==> src/rtl/mdu_pkg.sv <==
// mdu_pkg: shared constants for the iterative multiply/divide unit.
//   - op encodings carried on the request bus
//   - FSM state encodings (legacy-compatible localparam constants)
//   - default datapath width, last iteration index, divide-by-zero LO value
package mdu_pkg;

  localparam int MDU_WIDTH = 32;

  localparam logic [1:0] OP_MULT  = 2'b00;
  localparam logic [1:0] OP_MULTU = 2'b01;
  localparam logic [1:0] OP_DIV   = 2'b10;
  localparam logic [1:0] OP_DIVU  = 2'b11;

  localparam logic [1:0] S_IDLE = 2'b00;
  localparam logic [1:0] S_CALC = 2'b01;
  localparam logic [1:0] S_FIX  = 2'b10;

  localparam int ITER_LAST = MDU_WIDTH - 1;
  localparam logic [MDU_WIDTH-1:0] DIV0_LO = {MDU_WIDTH{1'b1}};

endpackage

==> src/rtl/mdu_iter_if.sv <==
// mdu_iter_if: request/response bundle between the decode/control path and
// the multiply/divide unit.
//   master (control path): drives start, op, a, b, hi_we, lo_we, wdata
//   slave  (mdu_iter)     : drives busy, done, hi, lo
interface mdu_iter_if
  import mdu_pkg::*;
#(
  parameter int WIDTH = MDU_WIDTH
);
  logic             start;
  logic [1:0]       op;
  logic [WIDTH-1:0] a;
  logic [WIDTH-1:0] b;
  logic             hi_we;
  logic             lo_we;
  logic [WIDTH-1:0] wdata;
  logic             busy;
  logic             done;
  logic [WIDTH-1:0] hi;
  logic [WIDTH-1:0] lo;

  modport master (
    output start, op, a, b, hi_we, lo_we, wdata,
    input  busy, done, hi, lo
  );

  modport slave (
    input  start, op, a, b, hi_we, lo_we, wdata,
    output busy, done, hi, lo
  );
endinterface

==> src/rtl/mdu_step.sv <==
// mdu_step: one combinational iteration of the multiply/divide datapath.
// Ports:
//   i_div  - 0: shift-add multiply step, 1: restoring shift-subtract step
//   i_p    - working register {upper, lower}
//            multiply: {partial product, remaining multiplier bits}
//            divide  : {partial remainder, dividend/quotient bits}
//   i_opnd - multiplicand (multiply) or divisor (divide), magnitude only
//   o_p    - working register after this iteration
module mdu_step
  import mdu_pkg::*;
#(
  parameter int WIDTH = MDU_WIDTH
) (
  input  logic               i_div,
  input  logic [2*WIDTH-1:0] i_p,
  input  logic [WIDTH-1:0]   i_opnd,
  output logic [2*WIDTH-1:0] o_p
);

  logic [WIDTH:0]   w_sum;
  logic [WIDTH:0]   w_shift;
  logic [WIDTH-1:0] w_diff;
  logic             w_ge;

  // Single iteration: add-then-shift-right for multiply, shift-left-then-trial-subtract for divide
  always_comb begin
    w_sum   = {1'b0, i_p[2*WIDTH-1:WIDTH]} +
              (i_p[0] ? {1'b0, i_opnd} : {(WIDTH+1){1'b0}});
    w_shift = i_p[2*WIDTH-1:WIDTH-1];
    w_ge    = (w_shift >= {1'b0, i_opnd});
    // Remainder stays below the divisor, so the true difference fits in WIDTH bits
    w_diff  = w_shift[WIDTH-1:0] - i_opnd;
    if (i_div) begin
      if (w_ge) begin
        o_p = {w_diff, i_p[WIDTH-2:0], 1'b1};
      end else begin
        o_p = {w_shift[WIDTH-1:0], i_p[WIDTH-2:0], 1'b0};
      end
    end else begin
      o_p = {w_sum, i_p[WIDTH-1:1]};
    end
  end

endmodule

==> src/rtl/mdu_iter.sv <==
// mdu_iter: iterative MIPS multiply/divide unit with HI/LO registers.
// Ports:
//   clk   - rising-edge clock
//   rst_n - asynchronous active-low reset
//   bus   - mdu_iter_if.slave: start/op/a/b request, hi_we/lo_we/wdata
//           mthi/mtlo writes, busy/done status, hi/lo results
// Operation: magnitudes are processed unsigned for WIDTH iterations in
// S_CALC, signs are applied in S_FIX, which writes HI/LO and pulses done.
// Build option: MDU_FAST_MULT_EN makes mult/multu finish in one S_CALC cycle.
module mdu_iter
  import mdu_pkg::*;
#(
  parameter int WIDTH = MDU_WIDTH
) (
  input  logic clk,
  input  logic rst_n,
  mdu_iter_if.slave bus
);

  localparam int CNT_W = $clog2(WIDTH);
  localparam logic [CNT_W-1:0] CNT_LAST = CNT_W'(WIDTH - 1);

  logic [1:0]         r_state;
  logic [CNT_W-1:0]   r_cnt;
  logic [2*WIDTH-1:0] r_p;
  logic [WIDTH-1:0]   r_opnd;
  logic               r_div;
  logic               r_neg_q;
  logic               r_neg_r;
  logic               r_div0;
  logic               r_busy;
  logic               r_done;
  logic [WIDTH-1:0]   r_hi;
  logic [WIDTH-1:0]   r_lo;

  logic               w_is_div;
  logic               w_a_neg;
  logic               w_b_neg;
  logic [WIDTH-1:0]   w_abs_a;
  logic [WIDTH-1:0]   w_abs_b;
  logic [2*WIDTH-1:0] w_p_next;
  logic [2*WIDTH-1:0] w_prod;
  logic [WIDTH-1:0]   w_quo;
  logic [WIDTH-1:0]   w_rem;
  logic [WIDTH-1:0]   w_hi_fix;
  logic [WIDTH-1:0]   w_lo_fix;

  mdu_step #(.WIDTH(WIDTH)) u_step (
    .i_div  (r_div),
    .i_p    (r_p),
    .i_opnd (r_opnd),
    .o_p    (w_p_next)
  );

  // Decode the incoming request and take operand magnitudes for signed ops
  always_comb begin
    w_is_div = (bus.op == OP_DIV) || (bus.op == OP_DIVU);
    w_a_neg  = ((bus.op == OP_MULT) || (bus.op == OP_DIV)) && bus.a[WIDTH-1];
    w_b_neg  = ((bus.op == OP_MULT) || (bus.op == OP_DIV)) && bus.b[WIDTH-1];
    w_abs_a  = w_a_neg ? -bus.a : bus.a;
    w_abs_b  = w_b_neg ? -bus.b : bus.b;
  end

  // Sign correction of the finished magnitude result; remainder follows the dividend
  always_comb begin
    w_prod = r_neg_q ? -r_p : r_p;
    w_quo  = r_neg_q ? -r_p[WIDTH-1:0] : r_p[WIDTH-1:0];
    w_rem  = r_neg_r ? -r_p[2*WIDTH-1:WIDTH] : r_p[2*WIDTH-1:WIDTH];
    if (r_div) begin
      w_hi_fix = w_rem;
      w_lo_fix = r_div0 ? {WIDTH{1'b1}} : w_quo;
    end else begin
      w_hi_fix = w_prod[2*WIDTH-1:WIDTH];
      w_lo_fix = w_prod[WIDTH-1:0];
    end
  end

  // Control FSM, iteration datapath and HI/LO architectural registers
  always_ff @(posedge clk or negedge rst_n) begin
    if (!rst_n) begin
      r_state <= S_IDLE;
      r_cnt   <= {CNT_W{1'b0}};
      r_p     <= {(2*WIDTH){1'b0}};
      r_opnd  <= {WIDTH{1'b0}};
      r_div   <= 1'b0;
      r_neg_q <= 1'b0;
      r_neg_r <= 1'b0;
      r_div0  <= 1'b0;
      r_busy  <= 1'b0;
      r_done  <= 1'b0;
      r_hi    <= {WIDTH{1'b0}};
      r_lo    <= {WIDTH{1'b0}};
    end else begin
      r_done <= 1'b0;
      case (r_state)
        S_IDLE: begin
          if (bus.hi_we) r_hi <= bus.wdata;
          if (bus.lo_we) r_lo <= bus.wdata;
          if (bus.start) begin
            // Divide iterates on the dividend, multiply on the multiplier
            r_p     <= {{WIDTH{1'b0}}, (w_is_div ? w_abs_a : w_abs_b)};
            r_opnd  <= w_is_div ? w_abs_b : w_abs_a;
            r_div   <= w_is_div;
            r_neg_q <= w_a_neg ^ w_b_neg;
            r_neg_r <= w_a_neg;
            r_div0  <= w_is_div && (bus.b == {WIDTH{1'b0}});
            r_cnt   <= {CNT_W{1'b0}};
            r_busy  <= 1'b1;
            r_state <= S_CALC;
          end
        end
        S_CALC: begin
`ifdef MDU_FAST_MULT_EN
          if (!r_div) begin
            r_p     <= {{WIDTH{1'b0}}, r_opnd} * {{WIDTH{1'b0}}, r_p[WIDTH-1:0]};
            r_state <= S_FIX;
          end else begin
            r_p   <= w_p_next;
            r_cnt <= r_cnt + CNT_W'(1'b1);
            if (r_cnt == CNT_LAST) r_state <= S_FIX;
          end
`else
          r_p   <= w_p_next;
          r_cnt <= r_cnt + CNT_W'(1'b1);
          if (r_cnt == CNT_LAST) r_state <= S_FIX;
`endif
        end
        S_FIX: begin
          r_hi    <= w_hi_fix;
          r_lo    <= w_lo_fix;
          r_done  <= 1'b1;
          r_busy  <= 1'b0;
          r_state <= S_IDLE;
        end
        default: begin
          r_busy  <= 1'b0;
          r_state <= S_IDLE;
        end
      endcase
    end
  end

  assign bus.busy = r_busy;
  assign bus.done = r_done;
  assign bus.hi   = r_hi;
  assign bus.lo   = r_lo;

endmodule

==> src/flat_wrapper.sv <==
// flat-port wrapper written by rule: the top's interface ports become plain ports
module mdu_iter_flat import mdu_pkg::*;
#(
  parameter int WIDTH = MDU_WIDTH
)
  (clk, rst_n, bus_start, bus_op, bus_a, bus_b, bus_hi_we, bus_lo_we, bus_wdata, bus_busy, bus_done, bus_hi, bus_lo);
  mdu_iter_if #(.WIDTH(WIDTH)) bus_i ();
  input  logic clk;
  input  logic rst_n;
  input wire logic [$bits(bus_i.start)-1:0] bus_start;
  input wire logic [$bits(bus_i.op)-1:0] bus_op;
  input wire logic [$bits(bus_i.a)-1:0] bus_a;
  input wire logic [$bits(bus_i.b)-1:0] bus_b;
  input wire logic [$bits(bus_i.hi_we)-1:0] bus_hi_we;
  input wire logic [$bits(bus_i.lo_we)-1:0] bus_lo_we;
  input wire logic [$bits(bus_i.wdata)-1:0] bus_wdata;
  output wire logic [$bits(bus_i.busy)-1:0] bus_busy;
  output wire logic [$bits(bus_i.done)-1:0] bus_done;
  output wire logic [$bits(bus_i.hi)-1:0] bus_hi;
  output wire logic [$bits(bus_i.lo)-1:0] bus_lo;
  assign bus_i.start = bus_start;
  assign bus_i.op = bus_op;
  assign bus_i.a = bus_a;
  assign bus_i.b = bus_b;
  assign bus_i.hi_we = bus_hi_we;
  assign bus_i.lo_we = bus_lo_we;
  assign bus_i.wdata = bus_wdata;
  assign bus_busy = bus_i.busy;
  assign bus_done = bus_i.done;
  assign bus_hi = bus_i.hi;
  assign bus_lo = bus_i.lo;
  mdu_iter #(.WIDTH(WIDTH)) u_core (.clk(clk), .rst_n(rst_n), .bus(bus_i));
endmodule
==> config.mk <==
export PLATFORM = sky130hd
export DESIGN_NAME = mdu_iter_flat
export DESIGN_NICKNAME = d
export VERILOG_FILES = /design/src/rtl/mdu_pkg.sv /design/src/rtl/mdu_iter_if.sv /design/src/rtl/mdu_step.sv /design/src/rtl/mdu_iter.sv /design/src/flat_wrapper.sv
export SDC_FILE = /design/constraint.sdc
export NUM_CORES = 1
export LEC_CHECK = 0
export CORE_MARGIN = 2
export CORE_UTILIZATION = 45
export DETAILED_ROUTE_END_ITERATION = 7
export GPL_TIMING_DRIVEN = 1
export PLACE_DENSITY = 0.66
export SYNTH_ARGS = -nofsm -noshare
export SYNTH_HDL_FRONTEND = slang
export SYNTH_SLANG_ARGS = --single-unit
==> constraint.sdc <==
create_clock -name clk -period 5.38 [get_ports clk]
set_input_delay 0.538 -clock clk [delete_from_list [all_inputs] [get_ports clk]]
set_output_delay 0.538 -clock clk [all_outputs]
set_load 0.02 [all_outputs]
After elaboration in Yosys (flattened, before gate mapping):

Cells that the tools add are included.

* input port bits: 103
* flip-flop bits (word level): 173
* logic and storage cells: 75
* output and inout bits: 66

* equal/unequal tests: 9
* reduce and logical (&&, ||, !) cells: 16
* add/subtract/negate cells: 8
* $lt $le $gt $ge: 1
* mux-type cells: 27
* bitwise gates (word level): 2

Operators by type and width (count)
* 32-bit two-way mux: 12
* 64-bit two-way mux: 4
* 32-bit negation: 4
* 32-bit one-hot mux with 2 select lines: 2
* 64-bit one-hot mux with 2 select lines: 1
* 64-bit negation: 1
* 32-bit by 33-bit adder with 33-bit output: 1
* 33-bit by 32-bit greater-or-equal comparator with 1-bit output: 1
* 32-bit logical NOT: 1
* 32-bit subtractor: 1
* 2-bit AND reduction: 6
* 5-bit one-hot mux with 2 select lines: 1
* 2-bit == test, second input constant: 3
* 2-bit inequality test, second input constant: 3
* 5-bit by 1-bit adder with 5-bit output, second input constant: 1
* 5-bit == test, second input constant: 1
* 5-bit two-way mux: 1
* 2-bit logical NOT: 2
* 2-bit two-way mux: 2
* 2-bit one-hot mux with 2 select lines: 1
* 2-bit nonzero test: 2
* 1-bit logical AND: 3
* 2-bit by 1-bit == test with 1-bit output, second input constant: 1
* 1-bit logical OR: 2
* other kinds (5): 6

Depth between registers and ports, before layout:

* depth in word-level cells: 7
* depth in mapped cells: 14
* depth with buffers taken out: 13

By module:

A second synthesis with hierarchy kept.

* cells, all modules: 1909
* area, all modules: 15439.8 um2

Modules (own cells, without submodules)
* mdu_iter: times used 1, sequential area each 4329.2 um2, cells each 1238, area an instance 10741.6 um2
* mdu_step: times used 1, sequential area each 0.0 um2, cells each 671, area an instance 4698.3 um2

Least setup slack after synthesis:

Ideal clock, no wire load.

* kind: register -> register
* start point: register u_core.r_p[0]
* end point: register u_core.r_hi[24] (netlist: u_core.bus.hi[24])
* clock period less this slack: 3061 ps
* required time: 5238 ps
* slack: 2319 ps
* path buffers: 2
* cell stages (with the launch flop): 14
* setup time: 142 ps
* arrival: 2919 ps
* cell sequence: dfrtp_1 inv_1 clkbuf_1 ha_1 nand2b_1 or4_1 or3_1 nor2b_1 buf_2 nand2b_1 nand3_1 o21ai_1 xor2_1 o221ai_1

* word-level cells in the longest chain between the ends: 4

RTL lines
* start: declaration: RTL line mdu_iter.sv:25 `logic [2*WIDTH-1:0] r_p;`
* start signal: assignment: RTL line mdu_iter.sv:83 `r_p <= {(2*WIDTH){1'b0}};`
* start signal: assignment: RTL line mdu_iter.sv:101 `r_p <= {{WIDTH{1'b0}}, (w_is_div ? w_abs_a : w_abs_b)};`
* start signal: assignment: RTL line mdu_iter.sv:123 `r_p <= w_p_next;`
* 64-bit negation: RTL line mdu_iter.sv:66 `w_prod = r_neg_q ? -r_p : r_p;`
* 64-bit two-way mux: RTL line mdu_iter.sv:66
* 32-bit two-way mux: RTL line mdu_iter.sv:69 `if (r_div) begin`
* 32-bit one-hot mux with 2 select lines: RTL line mdu_iter.sv:95 `case (r_state)`
* end signal: assignment: RTL line mdu_iter.sv:91 `r_hi <= {WIDTH{1'b0}};`
* end signal: assignment: RTL line mdu_iter.sv:97 `if (bus.hi_we) r_hi <= bus.wdata;`
* end signal: assignment: RTL line mdu_iter.sv:129 `r_hi <= w_hi_fix;`
* end: declaration: RTL line mdu_iter.sv:33 `logic [WIDTH-1:0] r_hi;`

No other way between the ends.
A chain may end at the register's enable or synchronous reset.

Worst setup path after layout:

* start point: register u_core.r_p[0]
* end point: register u_core.r_hi[18] (netlist: u_core.bus.hi[18])

The elaborated chain is that of the path after synthesis.

==> impl_metrics.json <==
{
  "pwr_density_cell_nw_per_um2": 714,
  "cts-hold-fix-buffers": 0,
  "clock_latency_ns": 0.45,
  "clk_root_buffer_cell": "clkbuf_16",
  "grt_remaining_overflow": 0,
  "hold_viol_final": 0,
  "switchingPower_mw": 6.64,
  "crit_required_ns": 5.75,
  "max-slew-margin-rel_pct": 22.9,
  "status": "finished, final reports clean",
  "rsz0062_at_grt": "false",
  "drc": 0,
  "finalCriticalPeriod_ns": 4.14,
  "startpoint": "u_core.r_p[0]$_DFFE_PN0P_",
  "pwr-share-comb_pct": 67.5,
  "synth_edf_count": 0,
  "h-tree-depth": 4,
  "crit_fanout": 31,
  "crit_top_cell": "nor2_1",
  "postCtsSetupBuffers": 0,
  "p_int_mw": 5.98,
  "num_rows": 67,
  "num_vias": 15311,
  "drt-vias-per-instance": 6.10,
  "grt_start_max_net_pins": 106,
  "max_stage_delay_ns": 0.73,
  "antenna_found_initial": 0,
  "numCtsBuffers": 17,
  "syn_avg_cell_area_um2": 7.69,
  "drive_gt1_share_pct": 4.22,
  "cp.arrival_ns": 4.51,
  "ioPinCount": 169,
  "ant_nets": 0,
  "cap_viol_max_count": 0,
  "clockBufferDepth": 2,
  "cts_tree": "built",
  "clk_pin_slew_worst_paths_ns": 0.08,
  "fin_crit_sh_pct": 76.9,
  "grt_pass1_vias": 14032,
  "die_w_um": 187,
  "final_util_pct": 53.1,
  "clockPowerShare_pct": 9.7,
  "r2r_slack_ns": 1.24,
  "peakVddDrop_mv": 0.304,
  "drt_wl_total_um": 54100,
  "syn_inst": 1963,
  "p_seq_share_pct": 22.8,
  "swShare_pct": 52.6,
  "antenna_cells": 0,
  "cts_resized": 0,
  "initial_core_util_pct": 45.4,
  "track_usage_pct": 30.3,
  "drv_slew": 0,
  "worst_path_max_delay_cell": "inv_1",
  "r2r_start": "u_core.r_p[0]$_DFFE_PN0P_",
  "portBuffers": 168,
  "synth_seq_area_share_pct": 28.7,
  "drtPass1Iterations": 8,
  "syn2layout_area_growth_pct": 17.0,
  "end_kind": "flip-flop",
  "cts.sinks": 173,
  "grt_pass1_wl_um": 82700,
  "synth_nets": 2138,
  "dpl.hpwl_um": 42400,
  "path_cells": "inv_1, ha_1, nand2b_1, or4_1, or3_1, nor2b_1, nor2_1, nor2_1, xnor2_1, mux2i_1, o21ai_0",
  "power_mw": 12.6,
  "synthFlopType": "dfrtp_1",
  "crit_end": "u_core.bus.hi[18]$_DFFE_PN0P_",
  "synth_cell_types": 71,
  "max_freq_mhz": 242,
  "finalSetupTns_ns": 0,
  "r2r_cells": 11,
  "synth-async-reset-ratio_pct": 100,
  "ys_warn_count": 0,
  "fin_skew_ns": 0.0188,
  "num-fill-cells": 3244,
  "hold_path.class": "in -> async",
  "first_iter_violations": 1479,
  "gp_congestion": 0.947,
  "path_class": "reg -> reg",
  "worst_pin_slew_ns": 1.15,
  "die_area_um2": 35000,
  "wl_per_cell_um": 21.6,
  "ys_ff_latch": 173,
  "syn_area_um2": 15100,
  "nNetsFinal": 2224,
  "cp-start-kind": "flip-flop",
  "die_y_um": 187,
  "worstReg2RegEnd": "u_core.bus.hi[18]$_DFFE_PN0P_",
  "coreArea_um2": 33300,
  "leakage_nw": 7.27,
  "setup_violations": 0
}
## critical path, delay by kind of cell (launching register included)
| family | cells | cell delay (ns) |
|---|---|---|
| XOR/XNOR | 1 | 0.26 |
| AND/OR/NAND/NOR | 6 | 2.07 |
| multiplexers | 1 | 0.13 |
| AO/OA/AOI/OAI | 1 | 0.15 |
| adder cells (fa/ha/maj) | 1 | 0.30 |
| buffers and inverters | 1 | 0.73 |
| flip-flops | 1 | 0.44 |
## power by group through the flow
stage | clock network [mW] | registers [mW] | logic (mW)
after floorplan | 0 | 2.70 | 5.68
after global routing | 1.29 | 2.95 | 9.25
final | 1.23 | 2.88 | 8.51
after CTS | 1.24 | 2.84 | 8.33
after global placement | 0 | 2.84 | 8.23
after detailed placement | 0 | 2.86 | 8.28
## metrics by stage
step	instance area (µm²)	setup slack, ns	hold WS, ns	cells
2_1_floorplan	15100	2.32	0.242	1963
3_3_place_gp	17100	1.37	0.461	2478
3_5_place_dp	17100	1.35	0.465	2478
4_1_cts	17700	1.30	0.157	2509
5_1_grt	17700	1.01	0.187	2509
6_report	17700	1.24	0.0777	2509
## area by class of cell
type / instances / area, µm² / share of cell area, %
Inverter: 64 / 240 / 1.36
Multi-Input combinational cell: 1600 / 10100 / 57.1
Clock buffer: 17 / 425 / 2.41
Timing Repair Buffer: 193 / 1880 / 10.6
Sequential cell: 173 / 4330 / 24.5
Clock inverter: 14 / 141 / 0.800
Tap cell: 448 / 561 / 3.17
## placed cells by master, fill, tap and decap left out, types with 7 or more instances in the layout
master,netlist,final
a211oi_1,48,47
a21o_1,32,32
a21oi_1,179,179
a22oi_1,26,26
a31oi_1,23,23
and2_1,18,18
and3_1,11,11
buf_4,0,24
clkbuf_16,0,17
clkdlybuf4s50_1,0,166
dfrtp_1,173,172
ha_1,70,70
inv_1,63,63
mux2i_1,56,56
nand2_1,232,231
nand2b_1,22,22
nand3_1,31,31
nand4_1,11,11
nor2_1,161,161
nor2b_1,15,14
nor3_1,42,42
nor4_1,17,17
o211ai_1,28,28
o21a_1,13,13
o21ai_0,194,194
o21ai_1,7,7
o21bai_1,10,8
o221ai_1,7,7
o22ai_1,34,34
o31ai_1,23,23
o41ai_1,8,8
or2_2,7,7
or3_1,16,16
or4_1,16,16
xnor2_1,104,104
xor2_1,69,69
## synth_stat cells, drive strengths merged (4+ instances only)
| library cell | n | share of area, % |
|---|---|---|
| xnor2 | 104 | 6.0 |
| buf | 14 | 0.41 |
| nand4 | 11 | 0.46 |
| nand3 | 31 | 1.0 |
| nand4b | 5 | 0.29 |
| ha | 70 | 5.8 |
| a31oi | 23 | 0.95 |
| o221ai | 7 | 0.41 |
| a311oi | 4 | 0.23 |
| xor2 | 69 | 4.0 |
| nand2b | 22 | 0.91 |
| a21boi | 4 | 0.20 |
| o41ai | 9 | 0.57 |
| a21oi | 179 | 5.9 |
| o31ai | 23 | 1.1 |
| or2 | 7 | 0.29 |
| o21a | 13 | 0.65 |
| or4 | 20 | 1.1 |
| or3 | 16 | 0.66 |
| nor2b | 15 | 0.62 |
| o21bai | 10 | 0.50 |
| nand2 | 232 | 5.8 |
| o21ai | 202 | 6.7 |
| o211ai | 28 | 1.4 |
| clkbuf | 112 | 2.8 |
| a211oi | 48 | 2.4 |
| a21o | 32 | 1.6 |
| dfrtp | 173 | 29 |
| nor3 | 42 | 1.4 |
| nor4 | 17 | 0.70 |
| and3 | 11 | 0.46 |
| nor2 | 161 | 4.0 |
| mux2 | 4 | 0.30 |
| and2 | 19 | 0.79 |
| mux2i | 56 | 3.7 |
| inv | 64 | 1.6 |
| a22oi | 26 | 1.3 |
| o22ai | 34 | 1.4 |
## cells by family (layout without fill, tap and decap cells)
group / after synthesis / in the layout / synth area share (%)
buffers and inverters: 190 / 288 / 4.79
XOR/XNOR: 173 / 173 / 10.0
multiplexers: 60 / 60 / 4.01
AND/OR/NAND/NOR: 617 / 617 / 18.9
AO/OA/AOI/OAI: 678 / 678 / 27.6
adder cells (fa/ha/maj): 72 / 72 / 6.06
flip-flops: 173 / 173 / 28.7
## state kept, by name, indices dropped and copies added (netlist names)
name / flops
u_core.bus.busy: 1
u_core.bus.done: 1
u_core.bus.hi: 32
u_core.bus.lo: 32
u_core.r_cnt: 5
u_core.r_div: 1
u_core.r_div0: 1
u_core.r_neg_q: 1
u_core.r_neg_r: 1
u_core.r_opnd: 32
u_core.r_p: 64
u_core.r_state: 2
## worst min-delay path by stage
stage                                               to  depth (start not counted)  slack, ns                          from
after floorplan            u_core.bus.busy$_DFFE_PN0P_                          0       0.24                         rst_n
after global placement    u_core.bus.lo[1]$_DFFE_PN0P_                          2       0.46  u_core.bus.lo[1]$_DFFE_PN0P_
after detailed placement  u_core.bus.lo[8]$_DFFE_PN0P_                          1       0.46  u_core.bus.lo[8]$_DFFE_PN0P_
after CTS                   u_core.r_p[62]$_DFFE_PN0P_                          1       0.16                         rst_n
after global routing        u_core.r_p[62]$_DFFE_PN0P_                          1       0.19                         rst_n
final                       u_core.r_p[62]$_DFFE_PN0P_                          1       0.08                         rst_n
## layer usage
layer / vias to the layer above / routed length (µm) / track usage (%)
met5: - / 0 / 0
met4: 0 / 1110 / 7.97
met3: 57 / 4210 / 4.45
met2: 703 / 23700 / 46.6
met1: 7276 / 25000 / 44.3
li1: 7275 / - / -
Note: power is estimated with default switching activity, not from simulation.
